<file path="src/rtl/alu181_nibble_seq_if.sv">
// alu181_nibble_seq_if: request/result bus of the nibble-serial sequencer plus the
// port to the shared 4-bit 74181-style ALU slice.
// The slave modport is the sequencer; the master modport is whoever issues
// requests and owns the ALU slice (datapath control, or a testbench).
interface alu181_nibble_seq_if #(
  parameter int WIDTH = 16
);
  logic             start;
  logic             ready;
  logic [3:0]       op_s;
  logic             op_m;
  logic             op_ci;
  logic [WIDTH-1:0] a;
  logic [WIDTH-1:0] b;
  logic [WIDTH-1:0] result;
  logic             cout;
  logic             eq;
  logic             done;
  logic [3:0]       alu_a;
  logic [3:0]       alu_b;
  logic [3:0]       alu_s;
  logic             alu_m;
  logic             alu_ci;
  logic [3:0]       alu_f;
  logic             alu_co;
  logic             alu_aeqb;

  modport slave (
    input  start, op_s, op_m, op_ci, a, b, alu_f, alu_co, alu_aeqb,
    output ready, result, cout, eq, done, alu_a, alu_b, alu_s, alu_m, alu_ci
  );

  modport master (
    output start, op_s, op_m, op_ci, a, b, alu_f, alu_co, alu_aeqb,
    input  ready, result, cout, eq, done, alu_a, alu_b, alu_s, alu_m, alu_ci
  );
endinterface

</file>
<file path="src/rtl/alu181_nibble_seq.sv">
// alu181_nibble_seq: runs WIDTH-bit operations through one external 4-bit
// 74181-style ALU slice, one nibble per cycle, LSB first, chaining the slice's
// carry-out back in as the next nibble's (active-low) carry-in.
// Optional feature macro: ALU181_SEQ_CMP_EN -- when defined, eq accumulates the
// slice's A=B output across all nibbles; when undefined eq is tied low.
module alu181_nibble_seq #(
  parameter int WIDTH = 16
) (
  input logic                clk,
  input logic                rst,
  alu181_nibble_seq_if.slave bus
);

  localparam int N  = WIDTH / 4;
  localparam int IW = (N > 1) ? $clog2(N) : 1;
  localparam logic [IW-1:0] LAST_IDX = IW'(N - 1);

  typedef enum logic [1:0] {
    IDLE,
    RUN,
    DONE
  } state_t;

  state_t           state_q;
  logic [IW-1:0]    idx_q;
  logic [WIDTH-1:0] aOp_q;
  logic [WIDTH-1:0] bOp_q;
  logic [WIDTH-1:0] result_q;
  logic             cout_q;
  logic             done_q;
  logic             ready_q;
  logic [3:0]       aluA_q;
  logic [3:0]       aluB_q;
  logic [3:0]       aluS_q;
  logic             aluM_q;
  logic             aluCi_q;

  logic [IW-1:0]    idx_d;
  logic             lastNib_d;

  // Next nibble index and end-of-operation detect; idx_d is only consumed when
  // another nibble follows, so its wrap on the last nibble never reaches the ALU.
  always_comb begin
    idx_d     = idx_q + 1'b1;
    lastNib_d = (idx_q == LAST_IDX);
  end

`ifdef ALU181_SEQ_CMP_EN
  logic eq_q;

  // Equality accumulator: armed at accept, cleared by any nibble whose slice
  // reports A!=B, then held alongside the result.
  always_ff @(posedge clk or posedge rst) begin
    if (rst) begin
      eq_q <= 1'b0;
    end else if (state_q == IDLE && bus.start && ready_q) begin
      eq_q <= 1'b1;
    end else if (state_q == RUN) begin
      eq_q <= eq_q & bus.alu_aeqb;
    end
  end

  assign bus.eq = eq_q;
`else
  assign bus.eq = 1'b0;
`endif

  // Sequencer FSM. The alu_* outputs are registers loaded from the latched
  // operands, so the slice never sees live bus inputs and keeps its last RUN
  // values while IDLE/DONE. aluCi_q doubles as the running carry register; it is
  // not updated on the last nibble so alu_ci also holds through DONE.
  always_ff @(posedge clk or posedge rst) begin
    if (rst) begin
      state_q  <= IDLE;
      idx_q    <= '0;
      aOp_q    <= '0;
      bOp_q    <= '0;
      result_q <= '0;
      cout_q   <= 1'b0;
      done_q   <= 1'b0;
      ready_q  <= 1'b1;
      aluA_q   <= 4'h0;
      aluB_q   <= 4'h0;
      aluS_q   <= 4'h0;
      aluM_q   <= 1'b0;
      aluCi_q  <= 1'b1;
    end else begin
      done_q <= 1'b0;
      case (state_q)
        IDLE: begin
          if (bus.start && ready_q) begin
            aOp_q    <= bus.a;
            bOp_q    <= bus.b;
            idx_q    <= '0;
            result_q <= '0;
            aluA_q   <= bus.a[3:0];
            aluB_q   <= bus.b[3:0];
            aluS_q   <= bus.op_s;
            aluM_q   <= bus.op_m;
            aluCi_q  <= bus.op_ci;
            ready_q  <= 1'b0;
            state_q  <= RUN;
          end
        end
        RUN: begin
          result_q[{idx_q, 2'b00} +: 4] <= bus.alu_f;
          if (lastNib_d) begin
            cout_q  <= bus.alu_co;
            done_q  <= 1'b1;
            state_q <= DONE;
          end else begin
            idx_q   <= idx_d;
            aluA_q  <= aOp_q[{idx_d, 2'b00} +: 4];
            aluB_q  <= bOp_q[{idx_d, 2'b00} +: 4];
            aluCi_q <= ~bus.alu_co;
          end
        end
        DONE: begin
          ready_q <= 1'b1;
          state_q <= IDLE;
        end
        default: begin
          ready_q <= 1'b1;
          state_q <= IDLE;
        end
      endcase
    end
  end

  assign bus.ready  = ready_q;
  assign bus.done   = done_q;
  assign bus.result = result_q;
  assign bus.cout   = cout_q;
  assign bus.alu_a  = aluA_q;
  assign bus.alu_b  = aluB_q;
  assign bus.alu_s  = aluS_q;
  assign bus.alu_m  = aluM_q;
  assign bus.alu_ci = aluCi_q;

endmodule

</file>
<file path="src/flat_wrapper.sv">
// flat-port wrapper written by rule: the top's interface ports become plain ports
module alu181_nibble_seq_flat 
#(
  parameter int WIDTH = 16
)
  (clk, rst, bus_start, bus_op_s, bus_op_m, bus_op_ci, bus_a, bus_b, bus_alu_f, bus_alu_co, bus_alu_aeqb, bus_ready, bus_result, bus_cout, bus_eq, bus_done, bus_alu_a, bus_alu_b, bus_alu_s, bus_alu_m, bus_alu_ci);
  alu181_nibble_seq_if #(.WIDTH(WIDTH)) bus_i ();
  input logic clk;
  input logic rst;
  input wire logic [$bits(bus_i.start)-1:0] bus_start;
  input wire logic [$bits(bus_i.op_s)-1:0] bus_op_s;
  input wire logic [$bits(bus_i.op_m)-1:0] bus_op_m;
  input wire logic [$bits(bus_i.op_ci)-1:0] bus_op_ci;
  input wire logic [$bits(bus_i.a)-1:0] bus_a;
  input wire logic [$bits(bus_i.b)-1:0] bus_b;
  input wire logic [$bits(bus_i.alu_f)-1:0] bus_alu_f;
  input wire logic [$bits(bus_i.alu_co)-1:0] bus_alu_co;
  input wire logic [$bits(bus_i.alu_aeqb)-1:0] bus_alu_aeqb;
  output wire logic [$bits(bus_i.ready)-1:0] bus_ready;
  output wire logic [$bits(bus_i.result)-1:0] bus_result;
  output wire logic [$bits(bus_i.cout)-1:0] bus_cout;
  output wire logic [$bits(bus_i.eq)-1:0] bus_eq;
  output wire logic [$bits(bus_i.done)-1:0] bus_done;
  output wire logic [$bits(bus_i.alu_a)-1:0] bus_alu_a;
  output wire logic [$bits(bus_i.alu_b)-1:0] bus_alu_b;
  output wire logic [$bits(bus_i.alu_s)-1:0] bus_alu_s;
  output wire logic [$bits(bus_i.alu_m)-1:0] bus_alu_m;
  output wire logic [$bits(bus_i.alu_ci)-1:0] bus_alu_ci;
  assign bus_i.start = bus_start;
  assign bus_i.op_s = bus_op_s;
  assign bus_i.op_m = bus_op_m;
  assign bus_i.op_ci = bus_op_ci;
  assign bus_i.a = bus_a;
  assign bus_i.b = bus_b;
  assign bus_i.alu_f = bus_alu_f;
  assign bus_i.alu_co = bus_alu_co;
  assign bus_i.alu_aeqb = bus_alu_aeqb;
  assign bus_ready = bus_i.ready;
  assign bus_result = bus_i.result;
  assign bus_cout = bus_i.cout;
  assign bus_eq = bus_i.eq;
  assign bus_done = bus_i.done;
  assign bus_alu_a = bus_i.alu_a;
  assign bus_alu_b = bus_i.alu_b;
  assign bus_alu_s = bus_i.alu_s;
  assign bus_alu_m = bus_i.alu_m;
  assign bus_alu_ci = bus_i.alu_ci;
  alu181_nibble_seq #(.WIDTH(WIDTH)) u_core (.clk(clk), .rst(rst), .bus(bus_i));
endmodule
</file>
<file path="config.mk">
export PLATFORM = sky130hd
export DESIGN_NAME = alu181_nibble_seq_flat
export DESIGN_NICKNAME = d
export VERILOG_FILES = /design/src/rtl/alu181_nibble_seq_if.sv /design/src/rtl/alu181_nibble_seq.sv /design/src/flat_wrapper.sv
export SDC_FILE = /design/constraint.sdc
export NUM_CORES = 1
export LEC_CHECK = 0
export CAP_MARGIN = 30
export CORE_ASPECT_RATIO = 1.75
export CORE_MARGIN = 2
export CORE_UTILIZATION = 30
export CTS_CLUSTER_DIAMETER = 100
export DETAILED_ROUTE_END_ITERATION = 16
export PLACE_DENSITY = 0.61
export SYNTH_ARGS = -nofsm -noshare
export SYNTH_HDL_FRONTEND = slang
export SYNTH_SLANG_ARGS = --single-unit
</file>
<file path="constraint.sdc">
create_clock -name clk -period 2.6 [get_ports clk]
set_clock_uncertainty 0.1 [all_clocks]
set_input_delay 0.52 -clock clk [delete_from_list [all_inputs] [get_ports clk]]
set_output_delay 0.52 -clock clk [all_outputs]
set_load 0.005 [all_outputs]
</file>
==> results.sh <==
export IMPL_netlist_area_um2=3070
export IMPL_cp_max_fo=18
export IMPL_status="finished clean"
export IMPL_cp_startpoint="u_core.idx_q[1]"
export IMPL_via_per_inst=4.77
export IMPL_max_freq_ghz=0.459
export IMPL_end_kind="flop"
export IMPL_ant_nets=0
export IMPL_track_usage_pct=15.2
export IMPL_setup_violations=0
export IMPL_tns_ps=0
export IMPL_synth_warnings=0
export IMPL_hpwl_um=5270
export IMPL_final_setup_worst_slack_ps=419
export IMPL_power_density_nw_per_um2=1150
export IMPL_first_pass_iters=5
export IMPL_diodes=0
export IMPL_antenna_found_initial=0
export IMPL_post_cts_repair_setup_buffers=0
export IMPL_drv_slew=0
export IMPL_coreArea_um2=9910
export IMPL_worst_setup_path_type="reg -> reg"
export IMPL_grt_max_degree=60
export IMPL_ys_top_cells_by_area="dfrtp_1 55%, nand2_1 13%, mux2_2 5.1%"
export IMPL_grt_pass1_wl_um=12600
export IMPL_gp_congestion=0.773
export IMPL_period_share_pct=83.9
export IMPL_final_cell_count_no_fill=502
export IMPL_fin_nets=426
export IMPL_cts_made_buffers=9
export IMPL_rrSetupSlack_ps=420
export IMPL_clock_root_buffer="clkbuf_16"
export IMPL_n_fill_cell=985
export IMPL_rows=48
export IMPL_die_x_um=80.5
export IMPL_rsz0062_at_grt="false"
export IMPL_utilization_pct=43.1
export IMPL_gr_total_overflow=0
export IMPL_dp_cells=487
export IMPL_min_period_ps=2180
export IMPL_clock_latency_ps=330
export IMPL_h_tree_depth=3
export IMPL_cp_arrival_ps=2290
export IMPL_hold_viol=0
export IMPL_avgSynthCellArea_um2=10.4
export IMPL_finalPower_mw=4.92
export IMPL_ff2ff_path_depth=6
export IMPL_synth_seq_area_share_pct=56.3
export IMPL_ios=81
export IMPL_postCtsHoldBufs=0
export IMPL_hold_slack_ps=341
export IMPL_min_path_type="in -> async"
export IMPL_dieArea_um2=11100
export IMPL_tightest_slew_ps=660
export IMPL_cts_sinks=69
export IMPL_critPathRequiredTime_ps=2710
export IMPL_synth_area_leader_cell="dfrtp_1"
export IMPL_cap_viol_max_count=0
export IMPL_crit_end="u_core.bus.alu_a[2]"
export IMPL_syn_inst=296
export IMPL_layout_drive_gt1_share_pct=11.4
export IMPL_routedWlPerCell_um=15.2
export IMPL_r2r_end="u_core.bus.alu_a[2]"
export IMPL_p_leak_nw=1.99
export IMPL_synthDistinctLibCells=36
export IMPL_slew_headroom_pct=55.8
export IMPL_grt_pass1_vias=2464
export IMPL_placed_area_um2=3990
export IMPL_stdcell_area_um2=4270
export IMPL_vias=2397
export IMPL_drc_errors=0
export IMPL_cts_buffer_depth=2
export IMPL_cts_tree="done"
export IMPL_dieHeight_um=138
export IMPL_synth_nets=349
export IMPL_io_buffers=78
export IMPL_rr_startpoint="u_core.idx_q[1]"
export IMPL_wl_um=7650
export IMPL_peakVddDrop_mv=0.470
export IMPL_syn_to_final_growth_pct=39.3
export IMPL_start_util_pct=31.0
export IMPL_pre_cts_slack_ps=301
export IMPL_yosysTopAreaCellShare_pct=54.6
export IMPL_clk_pin_slew_ps=60
export IMPL_postCtsResizedCells=0
export IMPL_drt_iter0_drc=169
export IMPL_start_kind="flop"
export IMPL_synth_seq_cells=69
Yosys cell counts (all sizes together):
cell	count
clkbuf	5
nand2	109
a21oi	8
mux2	14
dfrtp	67
nor4b	1
buf	13
a21o	4
nor2b	2
o21ai	1
inv	4
nand3	6
mux4	2
and4bb	1
and2	4
nand4bb	1
and4b	1
dfstp	2
a221o	2
nand2b	1
nand3b	1
nor3b	3
nor3	7
ha	6
a22o	16
and4	2
o211ai	1
a222oi	6
nor2	4
and3b	1
conb	1
routing by layer:
layer | share of wire (%) | vias up | global-route usage (%)
met4 | 2.8 | 0 | 8.10
met2 | 53 | 70 | 26.1
met3 | 3.7 | 13 | 2.42
met1 | 40 | 1158 | 17.8
met5 | 0 | - | 0
li1 | - | 1156 | -
layout make-up:
class | count | area [um^2] | area share (%)
Multi-Input combinational cell | 205 | 1240 | 29.0
Clock buffer | 13 | 250 | 5.85
Clock inverter | 2 | 35.0 | 0.820
Inverter | 4 | 15.0 | 0.351
Timing Repair Buffer | 84 | 851 | 19.9
Tap cell | 125 | 156 | 3.66
Sequential cell | 69 | 1730 | 40.5
worst min-delay path by stage:
| stage | cells past startpoint | endpoint | slack (ps) |
|---|---|---|---|
| 3_3_place_gp | 2 | u_core.aOp_q[3] | 350 |
| 2_1_floorplan | 2 | u_core.aOp_q[10] | 340 |
| 5_1_grt | 2 | u_core.bOp_q[4] | 360 |
| 3_5_place_dp | 2 | u_core.bOp_q[0] | 360 |
| 6_report | 2 | u_core.bus.alu_m | 340 |
| 4_1_cts | 2 | u_core.bOp_q[13] | 340 |
cells in the final DEF, fill, tap and decap left out, types with 6 or more instances in the layout:
cell | netlist | routed
a21oi_1 | 8 | 8
nand3_1 | 6 | 6
nand2_1 | 109 | 109
nor3_1 | 7 | 7
clkdlybuf4s50_1 | 0 | 78
mux2_2 | 14 | 14
a22o_1 | 16 | 16
ha_1 | 6 | 6
dfrtp_1 | 67 | 67
a222oi_1 | 6 | 6
clkbuf_16 | 0 | 9
cells by family after synthesis:
group	Yosys count	synth area share, %
AND/OR/NAND/NOR	144	21.0
adder cells (fa/ha/maj)	6	2.45
other	1	0.122
flip-flops	69	56.3
buffers and inverters	22	3.67
AO/OA/AOI/OAI	38	9.87
multiplexers	16	6.60
where the power goes:
part / switching (mW) / internal, mW
logic: 0.909 / 1.03
clock network: 0.420 / 0.762
registers: 0.270 / 1.53
worst max-delay path, cell delays in order (launching register included):
cell	delay, ps
dfrtp_1	390
inv_1	100
ha_1	340
buf_4	280
mux2_2	380
a222oi_1	350
a21oi_1	120
state kept, by name, summed over array words and instances, names as in the netlist:
register           count
u_core.aOp_q          16
u_core.bOp_q          16
u_core.bus.alu_a       4
u_core.bus.alu_b       4
u_core.bus.alu_ci      1
u_core.bus.alu_m       1
u_core.bus.alu_s       4
u_core.bus.cout        1
u_core.bus.done        1
u_core.bus.ready       1
u_core.bus.result     16
u_core.idx_q           2
u_core.state_q         2
Note: power is estimated with default switching activity, not from simulation.
